<file path="src/rtl/spi_arbiter_pkg.sv">
// Shared definitions for the SPI requester arbiter: FSM encoding and the
// datagram/chip-select defaults that must agree with the spi master.
package spi_arbiter_pkg;

    localparam int DEF_SIZE    = 40;
    localparam int DEF_CS_SIZE = 4;

    typedef enum logic [1:0] {
        ST_IDLE  = 2'd0,
        ST_START = 2'd1,
        ST_XFER  = 2'd2,
        ST_DONE  = 2'd3
    } arb_state_e;

endpackage

</file>
<file path="src/rtl/spi_arbiter_rr_arbiter.sv">
// Combinational round-robin picker: first set request at or after the pointer,
// wrapping modulo NUM_REQ.
module rr_arbiter #(
    parameter int NUM_REQ = 4,
    parameter int IDX_W   = $clog2(NUM_REQ)
) (
    input  logic [NUM_REQ-1:0] req_in,
    input  logic [IDX_W-1:0]   ptr_in,
    output logic [NUM_REQ-1:0] grant_out,
    output logic [IDX_W-1:0]   idx_out,
    output logic               valid_out
);

    always_comb begin
        int c;
        c         = 0;
        grant_out = '0;
        idx_out   = '0;
        valid_out = 1'b0;
        for (int k = 0; k < NUM_REQ; k++) begin
            c = (int'(ptr_in) + k) % NUM_REQ;
            if (!valid_out && req_in[IDX_W'(c)]) begin
                valid_out             = 1'b1;
                idx_out               = IDX_W'(c);
                grant_out[IDX_W'(c)]  = 1'b1;
            end
        end
    end

endmodule

</file>
<file path="src/rtl/spi_arbiter.sv">
// Round-robin sharing of one spi master among NUM_REQ requesters; runs on the
// divided SPI clock so XFER counts line up with the spi frame counter.
module spi_arbiter
    import spi_arbiter_pkg::*;
#(
    parameter int SIZE          = DEF_SIZE,
    parameter int CS_SIZE       = DEF_CS_SIZE,
    parameter int NUM_REQ       = 4,
    parameter int START_TIMEOUT = 15
) (
    input  logic                        internal_clk,
    input  logic                        reset_n_in,
    input  logic [NUM_REQ-1:0]          req_in,
    input  logic [NUM_REQ*SIZE-1:0]     req_data_in,
    output logic [NUM_REQ-1:0]          ack_out,
    output logic                        err_out,
    output logic [SIZE-1:0]             resp_data_out,
    output logic                        busy_out,
    output logic [SIZE-1:0]             spi_data_out,
    output logic                        spi_send_enable_out,
    output logic [$clog2(CS_SIZE)-1:0]  spi_cs_select_out,
    input  logic                        spi_ready_in,
    input  logic [SIZE-1:0]             spi_data_in
);

    localparam int IDX_W = $clog2(NUM_REQ);
    localparam int CS_W  = $clog2(CS_SIZE);
    localparam int CNT_W = $clog2(SIZE+3) + 1;
    localparam int TO_W  = $clog2(START_TIMEOUT+1);

    arb_state_e          state_q, state_d;
    logic [IDX_W-1:0]    ptr_q, ptr_d;
    logic [IDX_W-1:0]    gidx_q, gidx_d;
    logic [CNT_W-1:0]    cnt_q, cnt_d;
    logic [TO_W-1:0]     to_q, to_d;
    logic [SIZE-1:0]     spi_data_q, spi_data_d;
    logic [CS_W-1:0]     cs_q, cs_d;
    logic                en_q, en_d;
    logic                busy_q, busy_d;
    logic [NUM_REQ-1:0]  ack_q, ack_d;
    logic                err_q, err_d;
    logic [SIZE-1:0]     resp_q, resp_d;

    logic [NUM_REQ-1:0]  win_grant;
    logic [IDX_W-1:0]    win_idx;
    logic                win_valid;
    logic [IDX_W-1:0]    ptr_next;
    logic [SIZE-1:0]     req_words [NUM_REQ];

    for (genvar g = 0; g < NUM_REQ; g++) begin : g_words
        assign req_words[g] = req_data_in[g*SIZE +: SIZE];
    end

    rr_arbiter #(
        .NUM_REQ (NUM_REQ),
        .IDX_W   (IDX_W)
    ) u_rr (
        .req_in    (req_in),
        .ptr_in    (ptr_q),
        .grant_out (win_grant),
        .idx_out   (win_idx),
        .valid_out (win_valid)
    );

    // The finished requester drops to lowest priority on the next round.
    assign ptr_next = (gidx_q == IDX_W'(NUM_REQ-1)) ? '0 : gidx_q + 1'b1;

    always_comb begin
        state_d    = state_q;
        ptr_d      = ptr_q;
        gidx_d     = gidx_q;
        cnt_d      = cnt_q;
        to_d       = to_q;
        spi_data_d = spi_data_q;
        cs_d       = cs_q;
        en_d       = en_q;
        busy_d     = busy_q;
        ack_d      = '0;
        err_d      = 1'b0;
        resp_d     = resp_q;
        case (state_q)
            ST_IDLE: begin
                if (win_valid && spi_ready_in) begin
                    gidx_d     = win_idx;
                    spi_data_d = req_words[win_idx];
                    cs_d       = CS_W'(win_idx);
                    en_d       = 1'b1;
                    busy_d     = 1'b1;
                    to_d       = '0;
                    state_d    = ST_START;
                end
            end
            ST_START: begin
                if (!spi_ready_in) begin
                    cnt_d   = '0;
                    state_d = ST_XFER;
                end else if (to_q == TO_W'(START_TIMEOUT-1)) begin
                    en_d    = 1'b0;
                    busy_d  = 1'b0;
                    ack_d   = NUM_REQ'(1) << gidx_q;
                    err_d   = 1'b1;
                    ptr_d   = ptr_next;
                    state_d = ST_IDLE;
                end else begin
                    to_d = to_q + 1'b1;
                end
            end
            ST_XFER: begin
                cnt_d = cnt_q + 1'b1;
                // Enable must be gone before the spi counter wraps to idle,
                // otherwise it launches a second frame.
                if (cnt_q == CNT_W'(SIZE+1)) begin
                    en_d    = 1'b0;
                    state_d = ST_DONE;
                end
            end
            ST_DONE: begin
                if (spi_ready_in) begin
                    resp_d  = spi_data_in;
                    ack_d   = NUM_REQ'(1) << gidx_q;
                    busy_d  = 1'b0;
                    ptr_d   = ptr_next;
                    state_d = ST_IDLE;
                end
            end
            default: state_d = ST_IDLE;
        endcase
    end

    always_ff @(posedge internal_clk or negedge reset_n_in) begin
        if (!reset_n_in) begin
            state_q    <= ST_IDLE;
            ptr_q      <= '0;
            gidx_q     <= '0;
            cnt_q      <= '0;
            to_q       <= '0;
            spi_data_q <= '0;
            cs_q       <= '0;
            en_q       <= 1'b0;
            busy_q     <= 1'b0;
            ack_q      <= '0;
            err_q      <= 1'b0;
            resp_q     <= '0;
        end else begin
            state_q    <= state_d;
            ptr_q      <= ptr_d;
            gidx_q     <= gidx_d;
            cnt_q      <= cnt_d;
            to_q       <= to_d;
            spi_data_q <= spi_data_d;
            cs_q       <= cs_d;
            en_q       <= en_d;
            busy_q     <= busy_d;
            ack_q      <= ack_d;
            err_q      <= err_d;
            resp_q     <= resp_d;
        end
    end

    assign ack_out             = ack_q;
    assign err_out             = err_q;
    assign resp_data_out       = resp_q;
    assign busy_out            = busy_q;
    assign spi_data_out        = spi_data_q;
    assign spi_send_enable_out = en_q;
    assign spi_cs_select_out   = cs_q;

endmodule

</file>
<file path="config.mk">
export PLATFORM = sky130hd
export DESIGN_NAME = spi_arbiter
export DESIGN_NICKNAME = d
export VERILOG_FILES = /design/src/rtl/spi_arbiter_pkg.sv /design/src/rtl/spi_arbiter_rr_arbiter.sv /design/src/rtl/spi_arbiter.sv
export SDC_FILE = /design/constraint.sdc
export NUM_CORES = 1
export LEC_CHECK = 0
export ABC_AREA = 1
export CORE_ASPECT_RATIO = 1.4
export CORE_MARGIN = 4
export CORE_UTILIZATION = 40
export DETAILED_ROUTE_END_ITERATION = 8
export DONT_BUFFER_PORTS = 1
export HOLD_SLACK_MARGIN = 0.1
export SYNTH_ARGS = -nofsm -noshare
export SYNTH_HDL_FRONTEND = slang
export SYNTH_SLANG_ARGS = --single-unit
</file>
<file path="constraint.sdc">
create_clock -name internal_clk -period 3.2 [get_ports internal_clk]
set_input_delay 0.64 -clock internal_clk [delete_from_list [all_inputs] [get_ports internal_clk]]
set_output_delay 0.64 -clock internal_clk [all_outputs]
set_load 0.01 [all_outputs]
</file>
==> impl_metrics.toml, run 1 <==
[sta]
final_max_slew_viol_count = 0
report.final.hold_viol_count = 0
final_period_minus_worst_setup_slack_ns = 2.666
timing_worst_slew_pin_value_ns = 0.6714
fraction_of_the_cycle_the_final_worst_path_needs_pct = 83.31
skew_ns = 0.003597
rsz_0062_raised_after_global_routing = "no"
final-setup-viol-count = 0
setup_tns_ns = 0
max_freq_ghz = 0.3751
max_slew_margin_pct = 55.13

[critical_path]
crit_path_end = "spi_data_out[14]$_DFFE_PN0P_"
regToRegEndpoint = "spi_data_out[14]$_DFFE_PN0P_"
crit_path_max_fanout = 29
worst-r2r-setup-slack_ns = 0.53
critPathLaunchType = "flip-flop"
worst-endpoint-arrival_ns = 2.91
end_kind = "flip-flop"
r2r_start = "ptr_q[0]$_DFFE_PN0P_"
timing.critical_path.required_ns = 3.44
r2r.worst_path.cells = 14
critical_path_class = "reg2reg"
setup.worst_path.start = "ptr_q[0]$_DFFE_PN0P_"

[floorplanning]
core_area_um2 = 15050
floorplan.io_pins = 296
fp-row-count = 53
die_width_um = 112.7
die_h_um = 154.6
floorplan.initialDensity_pct = 40.79
floorplan.die_area_um2 = 17430

[grt]
track_usage_pct = 17.45
grt_start_max_net_pins = 105
grt_pass1_wl_mm = 24.51
number_of_antenna_violations_at_the_first_check_in_global_routing = 0
grt_pass1_vias = 4908
global_route.overflow_total = 0

[synth]
post-synth-top-area-cell = "dfrtp_1"
synthesis.yosys.warnings = 0
number_of_enable_flip_flop_cells_after_synthesis = 0
synth_async_sr_flop_share_pct = 100.0
postSynth.topFlopCell = "dfrtp_1"
netlist-cell-type-count = 30
syn-instance-count = 815
cell_area_after_synthesis_um2 = 6141
synth_largest_type_area_fraction_pct = 42.38
synth.ff_latch_count = 104
post_synth.cell_area_avg_um2 = 7.535
synth.net_count = 1034
synth_top_cells_by_area = "dfrtp_1 42%, nand2_1 16%, inv_1 8.1%, mux2_2 7.3%, nand3_1 5.9%"
yosysSeqAreaShare_pct = 42.38

[drt]
route.antenna.remaining_nets = 0
first_iter_violations = 382
drt-total-wl_mm = 15.61
dr.pass1.iters = 4
residual_drc = 0
wl_per_cell_um = 15.74
vias_per_cell = 5.089
vias = 5048

[placement]
gpl.final_weighted_congestion = 0.8632
port_buffers = 0
hpwl_mm = 12.09
placed_cells_incl_taps = 975

[clock_tree]
number_of_hold_buffers_added_after_cts = 1
post_cts_buffers = 0
cts_repair_resize_count = 0
clock_tree_from_tritoncts = "done"
cts.clk_slew.worst_paths_ns = 0.07
clock_insertion_delay_worst_skew_ns = 0.34
cts_sinks = 104
ctsRootBufferMaster = "clkbuf_16"
cts_inserted_buffers = 9
maximum_count_of_clock_buffers_along_a_single_path = 2
htree_num_levels = 3

[pwr]
pwr_dens_nw_per_um2 = 1182
irDropWorstVdd_v = 0.0006293
leakagePower_uw = 0.003493

[run]
maxCapViolations = 0

[cells_and_area]
finalNonFillerCells = 992
total_nets_final = 1014
final_layout_size_suffix_gt1_share_pct = 10.13
flow.area_growth_from_synthesis_pct = 6.500
antenna-diode-count = 0

[min_path]
timing.hold.worst.class = "in2async"

[run_status]
run_status = "finished clean"
==> sequential cells by signal, summed over array words and instances, names as in the netlist, named ones only <==
name and flops:
spi_cs_select_out 2, ack_out 4, err_out 1, state_q 1, spi_send_enable_out 1, spi_data_out 40
resp_data_out 40, cnt_q 7, busy_out 1, ptr_q 2, to_q 4
==> through the flow <==
step | total power [µW] | cell area (µm²) | util (%) | setup slack [ns] | hold WS, ns
final | 7728 | 6540 | 43.45 | 0.5339 | 0.2171
after detailed placement | 6639 | 6197 | 41.17 | 0.5300 | 0.3467
after global placement | 6584 | 6197 | 41.17 | 0.5464 | 0.3476
after floorplan | 6054 | 6141 | - | 1.260 | 0.3444
after CTS | 7843 | 6540 | 43.45 | 0.5169 | 0.2400
after global routing | 8550 | 6540 | 43.45 | 0.2245 | 0.2686
==> cell families after synthesis <==
family	after synthesis	share of synthesized area [%]
multiplexers	40	7.335
AND/OR/NAND/NOR	398	28.02
adder cells (fa/ha/maj)	12	2.445
AO/OA/AOI/OAI	82	6.785
buffers and inverters	177	12.75
XOR/XNOR	2	0.2853
flip-flops	104	42.38
==> cell usage after synthesis (3+ instances only) <==
cell,number
a21oi_1,9
buf_2,9
buf_4,9
buf_6,9
clkbuf_1,11
dfrtp_1,104
ha_1,12
inv_1,133
inv_2,3
mux2_2,40
nand2_1,265
nand2_2,5
nand3_1,72
nand3_2,3
nand4_1,22
nor2_1,18
nor3_1,6
nor3b_1,3
o21ai_0,24
o21ai_1,45
==> area by class of cell <==
class                   instances  area [µm²]
fillers                      1581        8513
multi-input cells             534        2763
clock buffers                   9       225.2
well taps                     192       240.2
clock inverters                 7       90.09
repair buffers                  9       100.1
inverters                     137       519.2
flip-flops and latches        104        2603
==> power breakdown <==
part | switching, µW | total [µW] | leakage (µW) | internal (µW)
combinational | 2580 | 3960 | 0.00204 | 1380
clock | 523 | 1150 | 0.000147 | 623
sequential | 711 | 2620 | 0.00131 | 1910
total | 3810 | 7730 | 0.00349 | 3910
==> worst min-delay path by stage <==
| stage | start | end | cells after the start |
|---|---|---|---|
| 2_1_floorplan | reset_n_in | asynchronous set/reset pin | 0 |
| 3_3_place_gp | reset_n_in | resp_data_out[2]$_DFFE_PN0P_ | 0 |
| 3_5_place_dp | reset_n_in | resp_data_out[2]$_DFFE_PN0P_ | 0 |
| 4_1_cts | reset_n_in | resp_data_out[2]$_DFFE_PN0P_ | 1 |
| 5_1_grt | reset_n_in | resp_data_out[2]$_DFFE_PN0P_ | 1 |
| 6_report | reset_n_in | resp_data_out[2]$_DFFE_PN0P_ | 1 |
==> metal layers <==
| metal | up-vias | track usage (%) | wire, µm |
|---|---|---|---|
| met3 | 28 | 3.796 | 1281 |
| met5 | - | 0 | 0 |
| li1 | 2525 | - | - |
| met1 | 2268 | 20.56 | 5968 |
| met2 | 227 | 30.20 | 7898 |
| met4 | 0 | 7.904 | 464 |
==> critical path, stage by stage (launching register included) <==
cell,delay (ns)
dfrtp_1,0.59
inv_6,0.09
nand2_1,0.09
nand2_2,0.08
nand2_1,0.10
inv_2,0.04
nor2_1,0.17
nand3_4,0.30
nand3_4,0.38
buf_4,0.36
nand2_1,0.10
nand3_1,0.09
nand2_1,0.06
nand2_1,0.06
nand2_1,0.05
==> placed cells by master, fill, tap and decap left out, drive strengths merged, types with 2 or more instances in the layout <==
cell,netlist,final
nor2,21,21
o21ai,69,69
a21oi,9,9
nand4,22,22
nand3,76,76
inv,137,139
dfrtp,104,104
clkinv,0,2
clkbuf,12,9
buf,28,9
clkinvlp,0,2
o22ai,2,2
nand2,270,270
ha,12,12
xor2,2,2
nor3b,3,3
mux2,40,40
nor3,6,6
Power figures use the tool's default switching activity.
==> run 2, diff against run 1 <==
==> constraint.sdc (replaced) <==
create_clock -name internal_clk -period 2.2 [get_ports internal_clk]
set_input_delay 0.44 -clock internal_clk [delete_from_list [all_inputs] [get_ports internal_clk]]
set_output_delay 0.44 -clock internal_clk [all_outputs]
set_load 0.01 [all_outputs]
==> run 2 against run 1 <==
The flow now finishes with violations (negative hold slack); core utilization is 1.7 points higher; cell count rose by 2.3%; clock skew increased by 0.0064 ns; highest routed layer unchanged; sequential power rose by 45%; sequential share of layout area shrank 1.5 points; fmax rose by 30%; routed wire length rose by 5.0%; design area increased by 3.9%; total power rose by 58%; critical path type unchanged; non-clock buffer count increased by 22; die area stayed put; sequential cell count is the same.
==> impl_metrics.toml, run 2 (synthesis gave the netlist of run 1 again) <==
[run_status]
run_status = "finished with violations"
violations = "negative hold slack"

[critical_path]
timing.critical_path.required_ns = 2.43
critical_path_class = "reg2reg"
critPathLaunchType = "flip-flop"
worst-endpoint-arrival_ns = 2.29
r2r.worst_path.cells = 15
crit_path_max_fanout = 11
end_kind = "flip-flop"

[clock_tree]
ctsRootBufferMaster = "clkbuf_16"
htree_num_levels = 3
cts.clk_slew.worst_paths_ns = 0.07
cts_inserted_buffers = 9
maximum_count_of_clock_buffers_along_a_single_path = 2
clock_insertion_delay_worst_skew_ns = 0.35
cts_sinks = 104
clock_tree_from_tritoncts = "done"

[pwr]
irDropWorstVdd_v = 0.001156
pwr_dens_nw_per_um2 = 1802
leakagePower_uw = 0.003633
post-layout-total-power_uw = 12250

[cells_and_area]
layout.cells.most_common_list = "265 x nand2_1, 133 x inv_1, 102 x dfrtp_1, 72 x nand3_1, 45 x o21ai_1"
total_nets_final = 1037
nFillCells = 1544
finalNonFillerCells = 1015
antenna-diode-count = 0
flow.area_growth_from_synthesis_pct = 10.68
final_layout_size_suffix_gt1_share_pct = 13.00
most_frequent_standard_cell_in_the_layout_excluding_fill_and_tap_cells = "nand2_1"
design_area_um2 = 6797

[drt]
residual_drc = 0
dr.pass1.iters = 4
drt-total-wl_mm = 16.39
vias_per_cell = 5.106
route.antenna.remaining_nets = 0
vias = 5183
wl_per_cell_um = 16.15
first_iter_violations = 329

[sta]
finalHoldWorstSlack_ns = -0.2146
report.final.hold_viol_count = 104
rsz_0062_raised_after_global_routing = "yes"
final_period_minus_worst_setup_slack_ns = 2.058
max_freq_ghz = 0.4858
final_max_slew_viol_count = 0
final-setup-viol-count = 0
skew_ns = 0.009948
timing_worst_slew_pin_value_ns = 0.4526
fraction_of_the_cycle_the_final_worst_path_needs_pct = 93.56
max_slew_margin_pct = 69.51

[placement]
placed_cells_incl_taps = 994
port_buffers = 0
dpl-instance-area_um2 = 6390
gpl.final_weighted_congestion = 0.8692
hpwl_mm = 12.52

[run]
maxCapViolations = 0

[grt]
grt_pass1_wl_mm = 25.40
global_route.overflow_total = 0
grt_start_max_net_pins = 105
number_of_antenna_violations_at_the_first_check_in_global_routing = 0
track_usage_pct = 17.88
grt_pass1_vias = 5088

[floorplanning]
floorplan.initialDensity_pct = 40.79
fp-row-count = 53
core_area_um2 = 15050
floorplan.die_area_um2 = 17430
floorplan.io_pins = 296
die_width_um = 112.7
die_h_um = 154.6

[min_path]
timing.hold.worst.class = "in2async"
## run 2: cell types whose count changed in the layout (fill, tap and decap cells not counted), sizes merged
| cell | change |
|---|---|
| buf | +20 |
| clkbuf | +2 |
| clkinv | +2 |
| clkinvlp | -2 |
| bufinv | -1 |
| inv | +1 |
| nand3 | +1 |
## run 2: power by group
part	leakage, µW	internal [µW]	switching (µW)	total, µW
combinational	0.00219	2830	4060	6890
sequential	0.00130	2780	1020	3800
clock	0.000144	793	766	1560
total	0.00363	6400	5850	12200
## run 2: worst paths after layout
kind,slack (ns),to,start
max,0.14,spi_data_out[31]$_DFFE_PN0P_,ptr_q[0]$_DFFE_PN0P_
min,-0.21,resp_data_out[31]$_DFFE_PN0P_,reset_n_in
max reg2reg,0.14,spi_data_out[31]$_DFFE_PN0P_,ptr_q[0]$_DFFE_PN0P_
min reg2reg,0.53,cnt_q[6]$_DFFE_PN0P_,cnt_q[6]$_DFFE_PN0P_
max in group asynchronous,2.26,spi_data_out[16]$_DFFE_PN0P_,reset_n_in
min in group internal_clk,0.24,resp_data_out[27]$_DFFE_PN0P_,spi_data_in[27]
## run 2: worst max-delay path: stages, from the launching register on
cell and delay (ns):
dfrtp_2 0.45, buf_4 0.16, nand2_1 0.06, nand2_1 0.08
nand2_1 0.07, nand2_1 0.06, nand2_1 0.10, nand2_1 0.07
nand2_2 0.14, nand3_4 0.18, buf_12 0.20, buf_4 0.14
nand2_1 0.07, o21ai_1 0.06, nand2_1 0.05, nand3_1 0.07
## run 2: routing by layer
layer / GRT usage, % / vias up / wire, µm
li1: - / 2558 / -
met1: 20.69 / 2343 / 6090
met2: 31.67 / 255 / 8506
met3: 4.618 / 27 / 1376
met4: 6.415 / 0 / 416
met5: 0 / - / 0
## run 2: metrics by stage
step / utilization (%) / hold slack [ns] / setup TNS, ns / setup slack [ns]
floorplan: - / 0.1444 / 0 / 0.3998
global placement: 42.45 / 0.1478 / 0 / 0.1170
detailed placement: 42.45 / 0.1467 / 0 / 0.07582
CTS: 44.36 / -0.2278 / 0 / 0.04842
global route: 45.15 / -0.2342 / -0.009220 / -0.004085
finish: 45.15 / -0.2146 / 0 / 0.1417
## run 2: final cells by class
class | instances | area (µm²) | area share (%)
Sequential cell | 104 | 2605 | 38.33
Multi-Input combinational cell | 535 | 2793 | 41.09
Inverter | 137 | 521.8 | 7.677
Tap cell | 192 | 240.2 | 3.535
Timing Repair Buffer | 31 | 349.1 | 5.136
Clock buffer | 9 | 225.2 | 3.314
Clock inverter | 7 | 62.56 | 0.9205
## run 2: what timing repair did
action	in CTS	in global routing
resized for setup	0	13
setup endpoints to repair	0	47
buffers inserted	0	2
hold endpoints to repair	104	104
